### config.mk
export PLATFORM = sky130hd
export DESIGN_NAME = cnm_store_regen
export DESIGN_NICKNAME = d
export VERILOG_FILES = /design/src/rtl/ldpc_pkg.sv /design/src/rtl/beta_regen.sv /design/src/rtl/cnm_store_regen.sv
export SDC_FILE = /design/constraint.sdc
export NUM_CORES = 1
export LEC_CHECK = 0
export CORE_UTILIZATION = 52
export CTS_CLUSTER_SIZE = 30
export DETAILED_ROUTE_END_ITERATION = 8
export GPL_TIMING_DRIVEN = 0
export PLACE_DENSITY_LB_ADDON = 0.15
export SLEW_MARGIN = 20
export SYNTH_ARGS = -nofsm -noshare
export SYNTH_HDL_FRONTEND = slang
export SYNTH_SLANG_ARGS = --single-unit
### constraint.sdc
create_clock -name clk -period 2.75 [get_ports clk]
set_clock_uncertainty 0.2 [all_clocks]
set_input_delay 0.825 -clock clk [delete_from_list [all_inputs] [get_ports clk]]
set_output_delay 0.825 -clock clk [all_outputs]
set_load 0.005 [all_outputs]
### src/rtl/ldpc_pkg.sv
// Shared types and helpers for the check-node message store: compressed entry
// layout and the offset-min-sum magnitude correction.
package ldpc_pkg;

  localparam int unsigned BITS        = 8;
  localparam int unsigned DMAX        = 10;
  localparam int unsigned LAYERS      = 4;
  localparam int unsigned OFFSET      = 1;
  localparam int unsigned INPUTS_BITS = $clog2(DMAX);
  localparam int unsigned LBITS       = $clog2(LAYERS);
  localparam int          MAX         = 2 ** (BITS - 1) - 1;

  typedef struct packed {
    logic                   valid;
    logic [BITS-1:0]        cmin1;
    logic [BITS-1:0]        cmin2;
    logic [INPUTS_BITS-1:0] idx;
    logic [DMAX-1:0]        signs;
  } cnm_entry_t;

  // Clamp a two's-complement magnitude to [0, MAX], then subtract off with floor at 0.
  function automatic logic [BITS-1:0] sat_sub(input logic [BITS-1:0] x,
                                               input int unsigned    off);
    int m;
    m = int'($signed(x));
    if (m < 0) m = 0;
    if (m > MAX) m = MAX;
    m = m - int'(off);
    if (m < 0) m = 0;
    return m[BITS-1:0];
  endfunction

endpackage

### src/rtl/beta_regen.sv
// Expands a compressed check-node entry into per-edge signed messages.
module beta_regen
  import ldpc_pkg::*;
(
  input  cnm_entry_t             i_entry,
  output logic [DMAX*BITS-1:0]   o_beta
);

  logic            w_parity;
  logic            w_sign;
  logic [BITS-1:0] w_mag;

  always_comb begin
    o_beta   = '0;
    w_sign   = 1'b0;
    w_mag    = '0;
    w_parity = ^i_entry.signs;
    if (i_entry.valid) begin
      // An idx beyond the last edge never matches, so every edge takes cmin1.
      for (int unsigned e = 0; e < DMAX; e++) begin
        w_sign = w_parity ^ i_entry.signs[e];
        w_mag  = (e == 32'(i_entry.idx)) ? i_entry.cmin2 : i_entry.cmin1;
        o_beta[e*BITS +: BITS] = w_sign ? (-w_mag) : w_mag;
      end
    end
  end

endmodule

### src/rtl/cnm_store_regen.sv
// Per-layer compressed check-message store with offset-min-sum correction and
// regeneration of fresh (beta_new) and previous-iteration (beta_old) messages.
module cnm_store_regen
  import ldpc_pkg::*;
#(
  parameter int unsigned P_BITS        = ldpc_pkg::BITS,
  parameter int unsigned P_DMAX        = ldpc_pkg::DMAX,
  parameter int unsigned P_LAYERS      = ldpc_pkg::LAYERS,
  parameter int unsigned P_OFFSET      = ldpc_pkg::OFFSET,
  parameter int unsigned P_INPUTS_BITS = $clog2(P_DMAX),
  parameter int unsigned P_LBITS       = $clog2(P_LAYERS)
) (
  input  logic                       clk,
  input  logic                       rst_n,
  input  logic                       i_clear,
  input  logic                       i_wr_valid,
  input  logic [P_LBITS-1:0]         i_wr_layer,
  input  logic [P_BITS-1:0]          i_min1,
  input  logic [P_BITS-1:0]          i_min2,
  input  logic [P_INPUTS_BITS-1:0]   i_idx_min,
  input  logic [P_DMAX-1:0]          i_signs,
  input  logic                       i_rd_valid,
  input  logic [P_LBITS-1:0]         i_rd_layer,
  output logic [P_DMAX*P_BITS-1:0]   o_beta_new,
  output logic                       o_beta_new_valid,
  output logic [P_DMAX*P_BITS-1:0]   o_beta_old,
  output logic                       o_beta_old_valid
);

  cnm_entry_t r_mem [P_LAYERS];

  cnm_entry_t                 w_fresh;
  cnm_entry_t                 w_rd_entry;
  logic                       w_wr_in_range;
  logic                       w_rd_in_range;
  logic [P_DMAX*P_BITS-1:0]   w_beta_fresh;
  logic [P_DMAX*P_BITS-1:0]   w_beta_rd;

  always_comb begin
    w_fresh       = '0;
    w_fresh.valid = 1'b1;
    w_fresh.cmin1 = sat_sub(i_min1, P_OFFSET);
    w_fresh.cmin2 = sat_sub(i_min2, P_OFFSET);
    w_fresh.idx   = i_idx_min;
    w_fresh.signs = i_signs;

    w_wr_in_range = 32'(i_wr_layer) < P_LAYERS;
    w_rd_in_range = 32'(i_rd_layer) < P_LAYERS;

    // Out-of-range layers read as an invalid entry, which regenerates to zeros.
    w_rd_entry = '0;
    if (w_rd_in_range) w_rd_entry = r_mem[i_rd_layer];
  end

  beta_regen u_regen_new (
    .i_entry (w_fresh),
    .o_beta  (w_beta_fresh)
  );

  beta_regen u_regen_old (
    .i_entry (w_rd_entry),
    .o_beta  (w_beta_rd)
  );

  // Clear invalidates first; a same-cycle write then overrides its own slot.
  always_ff @(posedge clk or negedge rst_n) begin
    if (!rst_n) begin
      for (int unsigned i = 0; i < P_LAYERS; i++) r_mem[i] <= '0;
    end else begin
      if (i_clear) begin
        for (int unsigned i = 0; i < P_LAYERS; i++) r_mem[i].valid <= 1'b0;
      end
      if (i_wr_valid && w_wr_in_range) r_mem[i_wr_layer] <= w_fresh;
    end
  end

  always_ff @(posedge clk or negedge rst_n) begin
    if (!rst_n) begin
      o_beta_new       <= '0;
      o_beta_new_valid <= 1'b0;
      o_beta_old       <= '0;
      o_beta_old_valid <= 1'b0;
    end else begin
      o_beta_new_valid <= i_wr_valid;
      o_beta_old_valid <= i_rd_valid;
      if (i_wr_valid) o_beta_new <= w_beta_fresh;
      if (i_rd_valid) o_beta_old <= w_beta_rd;
    end
  end

endmodule
# [After elaboration in Yosys (flattened, before gate mapping)]
# Cells that the tools add are included.
[totals] regBits=286 latchBits=0 mem_bits_rw=0 mem_bits_ro=0 inputBits=39 out_inout_bits=162 elab_cells=158 mem_count=0
[classes] n_addsub=22 n_mul=0 n_div=0 order_cmp=9 n_eq_ne=18 shifts=0 mux=58 bitwise_logic=22 n_reduce_logical=5
[op_table] op="$mux 8" count=42
[op_table] op="$neg 8->8" count=20
[op_table] op="$mux 32" count=4
[op_table] op="$bwmux 124" count=1
[op_table] op="$mux 124" count=1
[op_table] op="$mux 31" count=3
[op_table] op="$mux 80" count=1
[op_table] op="$gt 32x8->1 const B" count=2
[op_table] op="$lt 32x1->1 const B" count=2
[op_table] op="$sub 32x2->32 const B" count=2
[op_table] op="$bmux 31 s2" count=1
[op_table] op="$demux 31 s2" count=1
[op_table] op="$eq 3x4->1 const A" count=8
[op_table] op="$reduce_xor 10->1" count=2
[op_table] op="$xor 1x1->1" count=20
[op_table] op="$eq 2x4->1 const A" count=4
[op_table] op="$eq 4x4->1 const A" count=4
[op_table] op="$lt 8x1->1 const B" count=2
[op_table] op="$eq 1x4->1 const A" count=2
[op_table] op="$logic_not 4->1" count=2
[op_table] op="$ge 3x3->1 const B" count=2
[op_table] op="$not 2->3" count=2
[op_table] op="$mux 1" count=4
[op_table] op="$lt 3x1->1 const B" count=1
[op_table] op="$logic_and 1x1->1" count=1

# [Depth between registers and ports, before layout]
# Gate-level depths: netlist (run 1).
[depth] ltp_word=10 mapped_depth=12 mapped_depth_nobuf=9

# [Hierarchy]
# A second synthesis (run 1) with hierarchy kept.
[unflattened] cells_unflattened=1914 area_unflattened_um2=18805.5
[by_module_without_submodules] module="cnm_store_regen" instances=1 cells_each=900 area_each_um2=11602.4 seq_area_each_um2=7156.9
[by_module_without_submodules] module="beta_regen (u_regen_new)" instances=1 cells_each=514 area_each_um2=3611.0 seq_area_each_um2=0.0
[by_module_without_submodules] module="beta_regen (u_regen_old)" instances=1 cells_each=500 area_each_um2=3592.2 seq_area_each_um2=0.0

# [Least setup slack after synthesis (run 1)]
# OpenSTA, ideal clock, no wires.
[synth_path] path_kind="in2reg" from="input i_min1[7]" to="register o_beta_new[61]" setup_time_ps=120 t_arrival_ps=3754 t_required_ps=2430 slack_ps=-1324 path_stages=12 n_path_buf=3 path_cell_list="clkbuf_1 > clkbuf_1 > clkbuf_1 > nand2b_1 > ha_1 > xnor2_1 > a211oi_1 > mux2i_1 > nand3_1 > nor3b_1 > or3_1 > a31o_2"
[synth_between] elab_chain_len=10
[synth_lines] element="start: declaration" line="cnm_store_regen.sv:18" source="input logic [P_BITS-1:0] i_min1,"
[synth_lines] element="$lt 8x1->1" line="ldpc_pkg.sv:26" source="if (m < 0) m = 0;"
[synth_lines] element="$mux 32 (*)" line="ldpc_pkg.sv:26"
[synth_lines] element="$gt 32x8->1" line="ldpc_pkg.sv:27" source="if (m > MAX) m = MAX;"
[synth_lines] element="$mux 32 (*)" line="ldpc_pkg.sv:27"
[synth_lines] element="$sub 32x2->32 (*)" line="ldpc_pkg.sv:28" source="m = m - int'(off);"
[synth_lines] element="$lt 32x1->1" line="ldpc_pkg.sv:29" source="if (m < 0) m = 0;"
[synth_lines] element="$mux 8 (*)" line="ldpc_pkg.sv:29"
[synth_lines] element="$mux 8 (*)" line="beta_regen.sv:22" source="w_mag = (e == 32'(i_entry.idx)) ? i_entry.cmin2 : i_entry.cmin1;"
[synth_lines] element="$neg 8->8" line="beta_regen.sv:23" source="o_beta[e*BITS +: BITS] = w_sign ? (-w_mag) : w_mag;"
[synth_lines] element="$mux 8 (*)" line="beta_regen.sv:23"
[synth_lines] element="end signal: assignment" line="cnm_store_regen.sv:86" source="if (i_wr_valid) o_beta_new <= w_beta_fresh;"
[synth_lines] element="end: declaration" line="cnm_store_regen.sv:24" source="output logic [P_DMAX*P_BITS-1:0] o_beta_new,"
# Mark *: on every way between the ends. The rest lies on a longest branch, timed or not.
# A chain may end at the register's enable or synchronous reset.

# [Final worst setup path (run 1)]
[layout_path] from="input i_rd_layer[0]" to="register o_beta_old[31]"
[layout_between] elab_chain_len=9 word_cells_on_any_way=11 cone_classes="1 x add/sub; 1 x eq/ne; 6 x mux; 2 x bitwise; 1 x reduce/logical"
[layout_lines] element="start: declaration" line="cnm_store_regen.sv:23" source="input logic [P_LBITS-1:0] i_rd_layer,"
[layout_lines] element="$not 2->3 (implied by the code) (*)" line="cnm_store_regen.sv:52" source="if (w_rd_in_range) w_rd_entry = r_mem[i_rd_layer];"
[layout_lines] element="$bmux 31 s2 (*)" line="cnm_store_regen.sv:52"
[layout_lines] element="$mux 31 (implied by the code) (*) (2 in a row)" line="cnm_store_regen.sv:52"
[layout_lines] element="$eq 2x4->1" line="beta_regen.sv:22"
[layout_lines] element="$mux 8" line="beta_regen.sv:22"
[layout_lines] element="$neg 8->8" line="beta_regen.sv:23"
[layout_lines] element="$mux 8" line="beta_regen.sv:23"
[layout_lines] element="$mux 80 (*)" line="beta_regen.sv:18" source="if (i_entry.valid) begin"
[layout_lines] element="end signal: assignment" line="cnm_store_regen.sv:87" source="if (i_rd_valid) o_beta_old <= w_beta_rd;"
[layout_lines] element="end: declaration" line="cnm_store_regen.sv:26" source="output logic [P_DMAX*P_BITS-1:0] o_beta_old,"
# Mark *: on every way between the ends. The rest lies on a longest branch, timed or not. The select of a mux whose other input is x is not followed.

==> metrics.md, run 1 <==
| Metric | Value |
|---|---|
| M3 GR Usage | `5.49%` |
| Reg power frac | `about a fifth` |
| Worst-path fanout max | `7` |
| Setup Slack @ Placement | `-1.59 ns` |
| Antenna cell count | `0` |
| Slew @ Worst Pin | `a little over 0.8 ns` |
| Antenna viol nets, final | `0` |
| Clock power frac | `16.5%` |
| Critical path class | `primary input to register` |
| Power Total | `between 20 and 30 mW` |
| R2R Setup Slk | `-0.44 ns` |
| Max cap viols | `0` |
| DRC errors left | `0` |
| Syn Nets | `approximately 1600` |
| Sw Ratio | `40.4%` |
| Die Ht | `approximately 180 um` |
| Worst setup startpoint | `i_rd_layer[0]` |
| Commonest cells post-synth | `dfrtp_1, mux2i_1, nand2_1` |
| RSZ-0062 raised after global routing | `true` |
| Synth cell types | `64` |
| DIE WIDTH | `183 um` |
| EDFF count, synth | `0` |
| Final WL | `69.9 mm` |
| Startpoint types | `primary input` |
| Setup violators final | `152` |
| Initial Utilization | `a little over half` |
| Reg2reg path depth | `9` |
| Vias per inst | `6.53` |
| Synth Register Bits | `286` |
| Share of layout cells above drive strength 1 | `44.9%` |
| Area share of the largest cell type after synthesis | `41.8%` |
| Arr. time, crit path | `3.56 ns` |
| Period utilisation layout | `122%` |
| Routability-driven placement congestion ratio | `0.952` |
| Ys Warns | `0` |
| NetSw | `11.7 mW` |
| Post-synthesis cell area | `0.0171 sq mm` |
| First-pass GRT wire length | `roughly 90 mm` |
| M2 GR Usage | `56.0%` |
| Nets | `2103` |
| Peak VDD IR | `between 800 and 900 uV` |
| Core ar. | `around 0.032 sq mm` |
| Register area | `0.00716 sq mm` |
| IO Port Bufs | `between 150 and 200` |
| Final core occ | `82.0%` |
| H-tree Lvls | `2` |
| Critical Path RT | `slightly below 3 ns` |
| Root Buffer | `clkbuf_16` |
| Area of the die | `0.0337 sq mm` |
| Vias in the first global route | `14900` |
| Initial antenna violation count | `1` |
| Top cells by area, synth | `dfrtp_1, mux2i_1, mux2_2, xnor2_1, mux4_2` |
| Pin count of the biggest net entering global routing | `a little under 80` |
| GRT Max-Usage Layer | `met2` |
| GRT Total Usage | `34.8%` |
| Multi-input logic area | `0.0123 sq mm` |
| Fin worst setup slack | `-0.605 ns` |
| TritonCTS Sinks | `approximately 290` |
| TritonRoute pass-1 iters | `7` |
| PD cells | `1090 mW/mm^2` |
| Cts hold-fix bufs | `0` |
| Max-slew headroom | `45.4%` |
| Final min period | `3.35 ns` |
| Site Rows | `66` |
| Mean area per synthesized cell | `10.9 sq um` |
| Clock insertion delay at the later pin of the skew report | `~0.53 ns` |
| Area Growth Syn to Fin | `55.4%` |
| Worst hold path type | `primary input to async pin` |
| Worst-path clk slew | `0.06 ns` |
| CTS tree | `built` |
| Clk buf depth | `3` |
| Asr flop ratio synth | `100%` |
| Grt met1 use | `between 40% and 50%` |
| DR vias | `16400` |
| TritonCTS Buffers | `34` |
| DR WL/cell | `around 28 um` |
| Achievable frequency | `298 MHz` |
| Detailed Place HPWL | `between 30 and 40 mm` |
| Most common flop cell mapped by yosys | `dfrtp_1` |
| I/O pins | `about 200` |
| Register area share after synthesis | `41.8%` |
| Status | `finished with violations` |
| Fillers | `~1600` |
| First-iteration detailed-routing DRC count | `1721` |
| Largest area contributor in the netlist | `dfrtp_1` |
| CP Capture Type | `register` |
| Post-Syn Instances | `1576` |
| Comb power frac | `between 60% and 70%` |
| Final hold violations | `0` |
| Top-count cell post-synth | `dfrtp_1` |
| Final slew viol count | `0` |
| P_leak | `roughly 11 nW` |
| Cell Int Power | `17.2 mW` |
| Failing checks | `setup timing` |
| Total grt overflow | `0` |
| RR Endpoint | `o_beta_old[31]` |
[layer usage]
| layer | wire (um) | vias up |
|---|---|---|
| met5 | 0 | - |
| met4 | 5560 | 0 |
| met3 | 7140 | 451 |
| met2 | 31800 | 1239 |
| met1 | 25400 | 8081 |
| li1 | - | 6615 |
[how the worst max path moves through the flow]
stage	end	cells after the start
finish	o_beta_old[31]	11
global placement	o_beta_new[12]	1
detailed placement	o_beta_new[52]	9
floorplan	o_beta_old[9]	10
global route	o_beta_old[31]	11
CTS	o_beta_old[59]	9
[cell usage in the layout, fill, tap and decap left out, types with 50 or more instances in the layout]
master / n
buf_4: 169
mux2i_4: 70
o21ai_0: 60
nand2_1: 119
dfrtp_1: 286
clkdlybuf4s50_1: 167
nor2_1: 50
mux2_2: 87
buf_6: 74
mux2i_1: 82
[final cells by class]
cell class	count	share of cell area, %
Buffer	120	3.75
Sequential cell	286	26.9
Timing Repair Buffer	435	16.3
Clock inverter	18	0.851
Multi-Input combinational cell	1148	46.3
Tap cell	442	2.08
Clock buffer	43	3.55
Inverter	17	0.240
[cells by family after synthesis]
| group | synth area share, % |
|---|---|
| adders and majority gates | 1.61 |
| muxes | 21.9 |
| AOI/OAI and AO/OA | 11.1 |
| DFF | 41.8 |
| xor gates and xnor gates | 8.56 |
| buffers and inverters | 3.81 |
| and+or+nand+nor | 11.2 |
[through the flow]
stage / hold WS [ns] / std cells / instance area, sq um / setup TNS (ns)
finish: 0.0523 / 2509 / 26600 / -37.56
global route: 0.119 / 2509 / 26600 / -43.23
CTS: 0.0881 / 2404 / 24500 / -26.42
detailed placement: 0.262 / 2207 / 20400 / -256.53
global placement: 0.256 / 2202 / 20300 / -3569.45
floorplan: 0.243 / 1576 / 17900 / -74.06
[worst max-delay path: stages]
cell      delay (ns)
buf_12          0.11
buf_12          0.14
mux4_2          0.62
buf_8           0.20
nor4bb_2        0.28
buf_2           0.19
buf_6           0.13
mux2_2          0.38
nor3_2          0.23
o21ai_0         0.16
a32o_1          0.29
[power groups by stage]
stage                     Combinational [mW]  Sequential (mW)  Clock, mW
final                                   17.9             6.18       4.77
after global routing                    18.6             6.24       4.95
after CTS                               14.8             6.07       4.75
after detailed placement                11.8             6.12          0
after global placement                  11.6             6.11          0
after floorplan                         7.57             6.02          0
[what timing repair did]
action / 4_1_cts / 5_1_grt
cloned: 2 / 3
pin swaps: 98 / 106
resized for setup: 405 / 262
setup endpoints to repair: 209 / 159
buffers inserted: 138 / 114
(Power assumes the default switching activity.)
==> run 2, diff against run 1 <==
--- a/config.mk
+++ b/config.mk
@@ -6,7 +6,7 @@
 export NUM_CORES = 1
 export LEC_CHECK = 0
 export CORE_UTILIZATION = 52
-export CTS_CLUSTER_SIZE = 30
+export CTS_CLUSTER_SIZE = 28
 export DETAILED_ROUTE_END_ITERATION = 8
 export GPL_TIMING_DRIVEN = 0
 export PLACE_DENSITY_LB_ADDON = 0.15
==> results of run 2 <==
Final layout, timing and power as in run 1 (identical DEF).
==> RTL edit, RTL diff (flow settings as in run 2) <==
Set the package constant `DMAX` to 9 (it was 10).
--- a/src/rtl/ldpc_pkg.sv
+++ b/src/rtl/ldpc_pkg.sv
@@ -5,3 +5,3 @@
   localparam int unsigned BITS        = 8;
-  localparam int unsigned DMAX        = 10;
+  localparam int unsigned DMAX        = 9;
   localparam int unsigned LAYERS      = 4;
Ports: changed (resized i_signs, o_beta_new and o_beta_old); port bits go from 201 to 184. The function was not compared with the original's and may differ.
==> RTL edit against run 2 <==
  * The flow still finishes with violations (negative setup slack)
  * Area after synthesis fell by 8.6%
  * Total power fell by 2.8%
  * Final area fell by 7.0%
  * First-iteration DRC count rose by 12%
  * Worst hold slack improved by 230 ps
  * Sequential cell count fell by 20
  * Setup slack got worse by 83 ps
  * Routed wire length fell by 6.3%
  * Sequential share of layout area barely moved
  * Critical path type unchanged
  * Largest power group unchanged
==> RTL edit: results <==
group,metric,value,unit
grt,antenna_found_initial,2,
power_and_ir_drop,peakVddDrop,0.000977,V
grt,use_met1,46.5,%
clock_tree,worst_skew_pair.late_latency,570,ps
run_status,violations,"negative setup slack",
drt,drt-initial-drc-count,1931,
critical_path,cp-endpoint,"o_beta_old[53]",
final_layout,ff_latch_area,6660,um2
power_and_ir_drop,p_total,0.0281,W
clock_tree,cts_htree_levels,1,
critical_path,arrival,3650,ps
power_and_ir_drop,seq_power_share,20.8,%
grt,track_usage,36.9,%
timing,setup_violations,105,
placement,hpwl,35400,um
placement,dp_cells,2061,
placement,dpl_cell_area,19100,um2
critical_path,cpLargestDelayFamily,"buffers and inverters",
timing,worstMarginPinSlew,1090,ps
clock_tree,ctsResizeCount,447,
placement,dp_slack,-2120,ps
yosys,synth_fp_nets,1547,
timing,fin_ws,-687,ps
power_and_ir_drop,comb_power_share,63.3,%
clock_tree,numCtsBuffers,30,
placement,place.gp.congestion,0.924,
run_status,outcome,"complete, but fails checks",
yosys,synth_commonest_cells,"dfrtp_1, mux2i_1, nand2_1",
drt,dr.pass1.iters,9,
grt,grt_max_degree,80,
drt,routed_via_density,6.80,
grt,grt_use_met3,7.62,%
clock_tree,post_cts_buffers,148,
drt,top_layer_used,"met5",
power_and_ir_drop,switchingPower,0.0112,W
grt,first_global_vias,15300,
final_layout,final_layout_size_suffix_gt1_share,43.6,%
drt,wire_per_inst,28.2,um
RTL edit: changes by cell type after synthesis, sizes merged, moves of 19 or more:
cell / run 2 / this run
nand4: 0 / 19
o31ai: 50 / 9
dfrtp: 286 / 266
xor2: 48 / 23
mux2i: 166 / 141
xnor2: 86 / 65
nor2: 87 / 67
a211o: 2 / 23
RTL edit: final cells by class:
class	instances	share of cell area, %
repair buffers	394	16.7
flip-flops and latches	266	26.9
clock inverters	13	0.804
inverters	32	0.536
multi-input cells	1084	45.9
diodes	2	0.0202
well taps	390	1.97
clock buffers	43	3.64
plain buffers	100	3.50
RTL edit: cells by family after synthesis:
| group | synth area share, % |
|---|---|
| DFF | 42.5 |
| muxes | 21.6 |
| AOI/OAI and AO/OA | 13.5 |
| adders and majority gates | 1.60 |
| and+or+nand+nor | 11.8 |
| xor gates and xnor gates | 5.21 |
| buffers and inverters | 3.70 |
